<file path="config.mk">
export PLATFORM = sky130hd
export DESIGN_NAME = ifetch_queue
export DESIGN_NICKNAME = d
export VERILOG_FILES = /design/src/rtl/ifetch_queue.sv
export SDC_FILE = /design/constraint.sdc
export NUM_CORES = 1
export LEC_CHECK = 0
export BUFFER_PORTS_ARGS = -buffer_cell sky130_fd_sc_hd__buf_4
export CAP_MARGIN = 15
export CORE_ASPECT_RATIO = 1.5
export CORE_MARGIN = 10
export CORE_UTILIZATION = 50
export CTS_CLUSTER_DIAMETER = 40
export DETAILED_ROUTE_END_ITERATION = 7
export PLACE_DENSITY_LB_ADDON = 0.25
export SYNTH_ARGS = -nofsm -noshare
export SYNTH_HDL_FRONTEND = slang
export SYNTH_SLANG_ARGS = --single-unit
</file>
<file path="constraint.sdc">
create_clock -name clk -period 5.61 [get_ports clk]
set_input_delay 0.8415 -clock clk [delete_from_list [all_inputs] [get_ports clk]]
set_output_delay 0.8415 -clock clk [all_outputs]
set_load 0.02 [all_outputs]
</file>
<file path="src/rtl/ifetch_queue.sv">
// Instruction fetch stage: sequential RAM read issue, single in-flight tracking, prefetch FIFO to decode.
// Optional IFETCH_PERF_EN adds perf_fetched, a free-running count of instructions handed to decode.
module ifetch_queue #(
  parameter int unsigned WIDTH     = 32,
  parameter int unsigned WORD_SIZE = 8,
  parameter int unsigned DEPTH     = 4,
  parameter int unsigned RESET_PC  = 0
) (
  input  logic                 clk,
  input  logic                 rst_n,
  output logic [WORD_SIZE-1:0] mem_rd_addr,
  input  logic [WIDTH-1:0]     mem_data,
  input  logic                 redirect,
  input  logic [WORD_SIZE-1:0] redirect_pc,
  input  logic                 halt,
  output logic                 instr_valid,
  input  logic                 instr_ready,
  output logic [WIDTH-1:0]     instr,
  output logic [WORD_SIZE-1:0] instr_pc
`ifdef IFETCH_PERF_EN
  ,
  output logic [31:0]          perf_fetched
`endif
);

  localparam int unsigned PTR_W = $clog2(DEPTH);
  localparam int unsigned CNT_W = PTR_W + 1;
  localparam int unsigned SUM_W = CNT_W + 1;

  localparam logic [0:0] S_RUN  = 1'b0;
  localparam logic [0:0] S_HALT = 1'b1;

  logic [0:0]           r_state;
  logic [0:0]           w_state_nxt;
  logic [WORD_SIZE-1:0] r_fetch_pc;
  logic                 r_inflight;
  logic [WORD_SIZE-1:0] r_inflight_pc;
  logic [PTR_W-1:0]     r_head;
  logic [PTR_W-1:0]     r_tail;
  logic [CNT_W-1:0]     r_count;
  logic [WIDTH-1:0]     r_fifo_instr [DEPTH];
  logic [WORD_SIZE-1:0] r_fifo_pc    [DEPTH];

  logic                 w_issue;
  logic                 w_push;
  logic                 w_pop;
  logic [SUM_W-1:0]     w_credit_used;

  assign w_credit_used = SUM_W'(r_count) + SUM_W'(r_inflight);
  assign w_push        = r_inflight && !redirect;
  assign w_pop         = (r_count != '0) && instr_ready && !redirect;

  assign mem_rd_addr = r_fetch_pc;
  assign instr_valid = (r_count != '0);
  assign instr       = r_fifo_instr[r_head];
  assign instr_pc    = r_fifo_pc[r_head];

  // FSM state register
  always_ff @(posedge clk or negedge rst_n) begin
    if (!rst_n) begin
      r_state <= S_RUN;
    end else begin
      r_state <= w_state_nxt;
    end
  end

  // Next state and issue decision; redirect freezes the state
  always_comb begin
    w_state_nxt = r_state;
    w_issue     = 1'b0;
    case (r_state)
      S_RUN: begin
        w_issue = !halt && !redirect && (w_credit_used < SUM_W'(DEPTH));
        if (halt && !redirect) w_state_nxt = S_HALT;
      end
      S_HALT: begin
        if (!halt && !redirect) w_state_nxt = S_RUN;
      end
      default: w_state_nxt = S_RUN;
    endcase
  end

  // Fetch PC and the single outstanding RAM read
  always_ff @(posedge clk or negedge rst_n) begin
    if (!rst_n) begin
      r_fetch_pc    <= WORD_SIZE'(RESET_PC);
      r_inflight    <= 1'b0;
      r_inflight_pc <= '0;
    end else if (redirect) begin
      r_fetch_pc <= redirect_pc;
      r_inflight <= 1'b0;
    end else begin
      r_inflight <= w_issue;
      if (w_issue) begin
        r_fetch_pc    <= r_fetch_pc + WORD_SIZE'(1);
        r_inflight_pc <= r_fetch_pc;
      end
    end
  end

  // FIFO pointers and occupancy
  always_ff @(posedge clk or negedge rst_n) begin
    if (!rst_n) begin
      r_head  <= '0;
      r_tail  <= '0;
      r_count <= '0;
    end else if (redirect) begin
      r_head  <= '0;
      r_tail  <= '0;
      r_count <= '0;
    end else begin
      if (w_push) r_tail <= r_tail + PTR_W'(1);
      if (w_pop)  r_head <= r_head + PTR_W'(1);
      case ({w_push, w_pop})
        2'b10:   r_count <= r_count + CNT_W'(1);
        2'b01:   r_count <= r_count - CNT_W'(1);
        default: r_count <= r_count;
      endcase
    end
  end

  // FIFO storage; cleared on reset so the head reads zero
  always_ff @(posedge clk or negedge rst_n) begin
    if (!rst_n) begin
      for (int i = 0; i < DEPTH; i++) begin
        r_fifo_instr[i] <= '0;
        r_fifo_pc[i]    <= '0;
      end
    end else if (w_push) begin
      r_fifo_instr[r_tail] <= mem_data;
      r_fifo_pc[r_tail]    <= r_inflight_pc;
    end
  end

`ifdef IFETCH_PERF_EN
  logic [31:0] r_perf_fetched;

  always_ff @(posedge clk or negedge rst_n) begin
    if (!rst_n) begin
      r_perf_fetched <= '0;
    end else if (w_pop) begin
      r_perf_fetched <= r_perf_fetched + 32'd1;
    end
  end

  assign perf_fetched = r_perf_fetched;
`endif

endmodule

</file>
==> impl_metrics.yaml, run 1 <==
critical_path:
  critical_path_required_ns: 4.77
  crit_path_max_fanout: 25
  rr_startpoint: "r_count[1]"
  r2r_cells: 7
  critical_path_class: "register to output port"
  r2r-end: "r_count[2]"
  critPathArrivalTime_ns: 2.55
  cp-start-kind: "register"
  end_kind: "output port"
  crit_path_start: "r_head[0]"
  ff2ff_setup_slack_ns: 3.39
placed_design:
  numPortBuffers: 93
  place.gp.congestion: 0.769
  dp_hpwl_mm: 10.8
  dp_slack_ns: 2.59
power_and_ir_drop:
  p_per_area_nw_per_um2: 478
  p_sw_frac: 0.306
  p_seq_frac: 0.397
  power_mw: 4.62
  p_int_mw: 3.20
  p_sw_mw: 1.41
  vdd_drop_max_v: 0.000265
  p_leak_nw: 4.65
  p_clk_frac: 0.284
  pwr-share-comb: 0.319
job:
  drv_cap: 0
logic_synthesis:
  synth.distinct_cells: 36
  ys.flop_type: "dfrtp_1"
  synth_area_um2: 8100
  syn-num-nets: 567
  synthCells: 516
  yosys_register_bits: 185
  syn_area_per_cell_um2: 15.7
  synth_seq_area_share: 0.571
  synth_edf_count: 0
  yosys_warnings: 0
  postSynth.asyncResetShare: 1.00
timing:
  whs_ns: 0.495
  tightest_slew_ns: 1.14
  finalCriticalPeriod_ns: 3.40
  finalSetupTns_ns: 0
  setup_viol: 0
  hold_viol: 0
  fmax_ghz: 0.294
  slew_viol_final: 0
  clock_skew_ns: 0.0115
  worst_slack_ns: 2.21
  rsz0062_at_grt: "false"
  finalCritPeriodShare: 0.605
  relSlewSlack: 0.238
layout:
  area_delta_synth_final_pct: 19.3
  layout-drive-gt1-share: 0.559
  fin_util: 0.603
  nNetsFinal: 655
global_route:
  grt_pass1_wl_mm: 27.9
  antenna_found_initial: 1
  grt_max_degree: 96
  grt_pass1_vias: 5237
  grtUsageTotal: 0.165
  grt_overflow_total: 0
routing:
  drt-wirelength-per-cell_um: 20.5
  via_per_inst: 5.63
  drt-total-wl_mm: 16.9
  vias: 4637
  post-route-drc-count: 0
  drtIter0Drc: 322
  ant_nets: 0
  drt_pass1_iterations: 4
outcome:
  status: "complete, no violations"
worst_hold_path:
  hp-class: "input pin to async pin"
die:
  num_rows: 57
  start_util: 0.505
  dieArea_um2: 21800
  die_x_um: 124
  dieHeight_um: 176
  fp.coreArea_um2: 16000
  io_pins: 94
clock_network:
  cts_hold_buffers: 0
  cts_resized: 0
  clkSinkCount: 185
  cts_made_buffers: 17
  root_buffer: "clkbuf_16"
  clockBufferDepth: 2
  postCtsSetupRepairBufs: 0
  clk_transition_reported_paths_ns: 0.07
  htreeDepth: 4
  cts_tree: "done"
  clk_latency_ns: 0.43
-- cells in the mapped netlist, types with 3 or more instances --
cell | count | area share
dfrtp_1 | 185 | 0.57
mux2_2 | 161 | 0.22
mux4_2 | 40 | 0.11
nand2_1 | 36 | 0.017
buf_2 | 25 | 0.015
nor2_1 | 9 | 0.0042
ha_1 | 5 | 0.0077
a221o_1 | 4 | 0.0049
nor3_1 | 4 | 0.0025
xnor2_1 | 4 | 0.0043
a21o_1 | 3 | 0.0028
buf_1 | 3 | 0.0014
clkbuf_1 | 3 | 0.0014
inv_1 | 3 | 0.0014
mux2i_1 | 3 | 0.0037
-- worst max-delay path: stages (launching register included) --
cell and delay (ns):
dfrtp_2 0.76, buf_4 0.58, mux4_2 0.60, buf_4 0.18
-- stage by stage --
step	cells	instance area [um2]
after global routing	824	9670
final	824	9670
after floorplan	516	8100
after global placement	788	8960
after detailed placement	789	8980
after CTS	821	9630
-- metal layers --
layer  routed length (um)  part of all wire  GRT usage
met1                 6750              0.40      0.194
met5                    0                 0          0
met2                 9010              0.53      0.282
met4                  296             0.018     0.0544
met3                  802             0.048     0.0476
-- worst max-delay path by stage --
stage | endpoint | slack (ns) | cells after the start
6_report | instr[13] | 2.21 | 3
5_1_grt | instr_pc[5] | 2.00 | 3
4_1_cts | instr[7] | 2.11 | 3
3_5_place_dp | instr[7] | 2.59 | 3
3_3_place_gp | instr[13] | 2.58 | 3
2_1_floorplan | r_count[2] | 2.98 | 8
-- area by class of cell --
class                      instances  area, um2
inverter                           4       15.0
multi-input combinational        296       3320
tap                              206        258
clock buffer                      18        429
antenna                            1       2.50
fill                            1256       6380
clock inverter                    14        219
sequential                       185       4630
timing repair buffer             100        792
-- flip-flops by register name, indices dropped and copies added, names as in the netlist, named ones only --
name	count
mem_rd_addr	8
r_fifo_instr	128
r_tail	2
r_inflight	1
r_fifo_pc	32
r_head	2
r_count	3
r_inflight_pc	8
-- power by group through the flow --
stage | Sequential, mW | Clock [mW] | Combinational [mW]
2_1_floorplan | 1.75 | 0 | 1.02
3_3_place_gp | 1.84 | 0 | 1.47
3_5_place_dp | 1.86 | 0 | 1.51
4_1_cts | 1.84 | 1.33 | 1.51
5_1_grt | 1.88 | 1.40 | 1.59
6_report | 1.83 | 1.31 | 1.47
-- cells in the final DEF (no fill, tap or decap), types with 5 or more instances in the layout --
| cell type | netlist | layout |
|---|---|---|
| buf_4 | 0 | 96 |
| bufinv_16 | 0 | 5 |
| clkbuf_16 | 0 | 17 |
| dfrtp_1 | 185 | 183 |
| ha_1 | 5 | 5 |
| mux2_2 | 161 | 161 |
| mux4_2 | 40 | 40 |
| nand2_1 | 36 | 32 |
| nand2_2 | 1 | 5 |
| nor2_1 | 9 | 9 |
-- logic make-up (layout without fill, tap and decap cells) --
logic type	count (synthesis)	after routing	synth area share
buffers and inverters	35	136	0.0201
multiplexers	204	204	0.339
adder cells (fa/ha/maj)	6	6	0.0102
other	0	1	0
XOR/XNOR	6	6	0.00648
flip-flops	185	185	0.571
AND/OR/NAND/NOR	63	63	0.0366
AO/OA/AOI/OAI	17	17	0.0168
Power figures use the tool's default switching activity.
==> run 2, diff against run 1 <==
Settings changed: ABC_AREA from default to 1.
Clock period 5.61 ns to 3.5 ns, I/O delays scaled along.
==> run 2 against run 1 <==
Largest cell class unchanged. First-iteration DRC count rose by 82%. Wire length rose by 17%. Register-to-register slack got worse by 2.0 ns. Highest routed layer unchanged. Critical path depth rose by 2. Worst hold slack got worse by 0.37 ns. Largest power group unchanged. Synthesized cell count rose by 82%. Combinational power fell by 31%.
==> impl_metrics.yaml, run 2 <==
outcome:
  status: "complete, no violations"
logic_synthesis:
  synth_most_common_cell: "o21ai_0"
  syn_area_per_cell_um2: 8.56
  synth_area_um2: 8050
  muxShareOfSynthArea: 0
  synth_xor_area_frac: 0.00218
  synthCells: 941
  synth_compound_area_frac: 0.193
  synth_top_family_by_area: "compound AO/OA/AOI/OAI gates"
  synth.top_cell.area_share: 0.575
  synth.distinct_cells: 27
  yosys_warnings: 0
  syn-num-nets: 992
  yosys_register_bits: 185
  synth_edf_count: 0
  ys.flop_type: "dfrtp_1"
  yosys.area_share.simple: 0.158
  synth_seq_area_share: 0.575
  yosys-top-cells-count: "o21ai_0, nand2_1, dfrtp_1"
  synth_area_leaders: "dfrtp_1, o21ai_0, nand2_1"
  postSynth.asyncResetShare: 1.00
  synth_top_area_cell: "dfrtp_1"
  synth_adder_area_share: 0.0103
layout:
  antennaDiodeCount: 0
  layout-drive-gt1-share: 0.142
  final_common_cell: "o21ai_0"
  multiInputGateArea_um2: 2930
  reg_top3: "r_fifo_instr x128, r_fifo_pc x32"
  area_delta_synth_final_pct: 17.8
  layout_common_cells: "o21ai_0, nand2_1, dfrtp_1, buf_4, nor2_1"
  fin_util: 0.605
  top_register: "r_fifo_instr"
  largest_reg_flops: 128
  seqCellArea_um2: 4630
  nNetsFinal: 1059
  design_area_um2: 9490
  fillers: 1453
global_route:
  grt_pass1_vias: 6591
  antenna_found_initial: 0
  grtUsageTotal: 0.188
  grt_overflow_total: 0
  grt_pass1_wl_mm: 32.8
  grt_max_degree: 84
timing:
  clock_skew_ns: 0.00508
  whs_ns: 0.123
  finalSetupTns_ns: 0
  hold_viol: 0
  tightest_slew_ns: 0.911
  finalCritPeriodShare: 0.759
  fmax_ghz: 0.376
  worst_slack_ns: 0.843
  setup_viol: 0
  relSlewSlack: 0.390
  slew_viol_final: 0
  finalCriticalPeriod_ns: 2.66
  rsz0062_at_grt: "false"
die:
  dieArea_um2: 21700
  fp.coreArea_um2: 15700
  dieHeight_um: 175
  die_x_um: 124
  start_util: 0.513
  num_rows: 56
  io_pins: 94
critical_path:
  cp-start-kind: "register"
  critical_path_required_ns: 2.97
  critical_path_class: "register to output port"
  end_kind: "output port"
  crit_path_max_fanout: 19
  critPathArrivalTime_ns: 2.13
clock_network:
  cts_tree: "done"
  cts_made_buffers: 17
  clk_transition_reported_paths_ns: 0.06
  clkSinkCount: 185
  clockBufferDepth: 2
  root_buffer: "clkbuf_16"
  cts_hold_buffers: 0
  postCtsSetupRepairBufs: 0
  htreeDepth: 4
  clk_latency_ns: 0.44
  cts_resized: 0
placed_design:
  placedInstanceArea_um2: 8890
  dp_hpwl_mm: 12.5
  place.gp.congestion: 0.771
  dp_slack_ns: 1.26
  numPortBuffers: 93
routing:
  via_per_inst: 5.41
  drt_pass1_iterations: 4
  drt-wirelength-per-cell_um: 16.0
  drt-total-wl_mm: 19.6
  drtIter0Drc: 585
  post-route-drc-count: 0
  ant_nets: 0
  vias: 6616
power_and_ir_drop:
  vdd_drop_max_v: 0.000308
  p_leak_nw: 4.72
  p_per_area_nw_per_um2: 576
worst_hold_path:
  hp-class: "input pin to async pin"
job:
  drv_cap: 0
-- run 2: worst max-delay path, stage by stage, from the launching register on --
cell,delay (ns)
dfrtp_1,0.37
inv_1,0.48
buf_4,0.32
o21ai_0,0.11
o22ai_1,0.21
buf_4,0.19
-- run 2: final timing paths --
check | startpoint | end | slack (ns) | cells past startpoint
setup / recovery | r_head[1] | instr[27] | 0.84 | 5
hold / removal | rst_n | r_fifo_instr[121] | 0.12 | 1
setup reg to reg | r_tail[0] | r_fifo_instr[59] | 1.44 | 5
hold reg to reg | r_fifo_pc[11] | r_fifo_pc[11] | 0.48 | 2
max in group asynchronous | rst_n | r_fifo_instr[54] | 2.56 | 2
min in group clk | redirect_pc[0] | mem_rd_addr[0] | 0.30 | 3
-- run 2: routing by layer --
metal  global-route usage  vias to the layer above  share of wire  wire length, um
met5                    0                        -              0                0
met4               0.0570                        0          0.017              335
met3               0.0549                       29          0.053             1050
met2                0.303                      160           0.50             9770
met1                0.236                     3193           0.43             8490
li1                     -                     3234              -                -
-- run 2: report_power, final --
group | leakage [nW] | internal (mW) | switching, mW | total [mW]
clock | 0.294 | 1.18 | 0.775 | 1.95
combinational | 1.94 | 0.405 | 0.602 | 1.01
sequential | 2.49 | 2.37 | 0.134 | 2.51
total | 4.72 | 3.95 | 1.51 | 5.47
-- run 2: kinds of logic (layout without fill, tap and decap cells) --
family / after synthesis / count (layout)
AOI/OAI and AO/OA: 299 / 299
xor gates and xnor gates: 2 / 2
adders and majority gates: 6 / 6
buffers and inverters: 122 / 202
DFF: 185 / 185
and+or+nand+nor: 327 / 327
-- run 2: final cells by class --
cell class / instances / share of cell area
Inverter: 62 / 0.0245
Timing Repair Buffer: 108 / 0.0885
Tap cell: 203 / 0.0268
Multi-Input combinational cell: 634 / 0.309
Clock buffer: 24 / 0.0508
Sequential cell: 185 / 0.488
Clock inverter: 8 / 0.0124
-- run 2: metrics by stage --
step / power (mW) / instances
after floorplan: 3.09 / 941
final: 5.47 / 1224
after global placement: 3.54 / 1192
after CTS: 5.51 / 1224
after global routing: 5.76 / 1224
after detailed placement: 3.56 / 1192
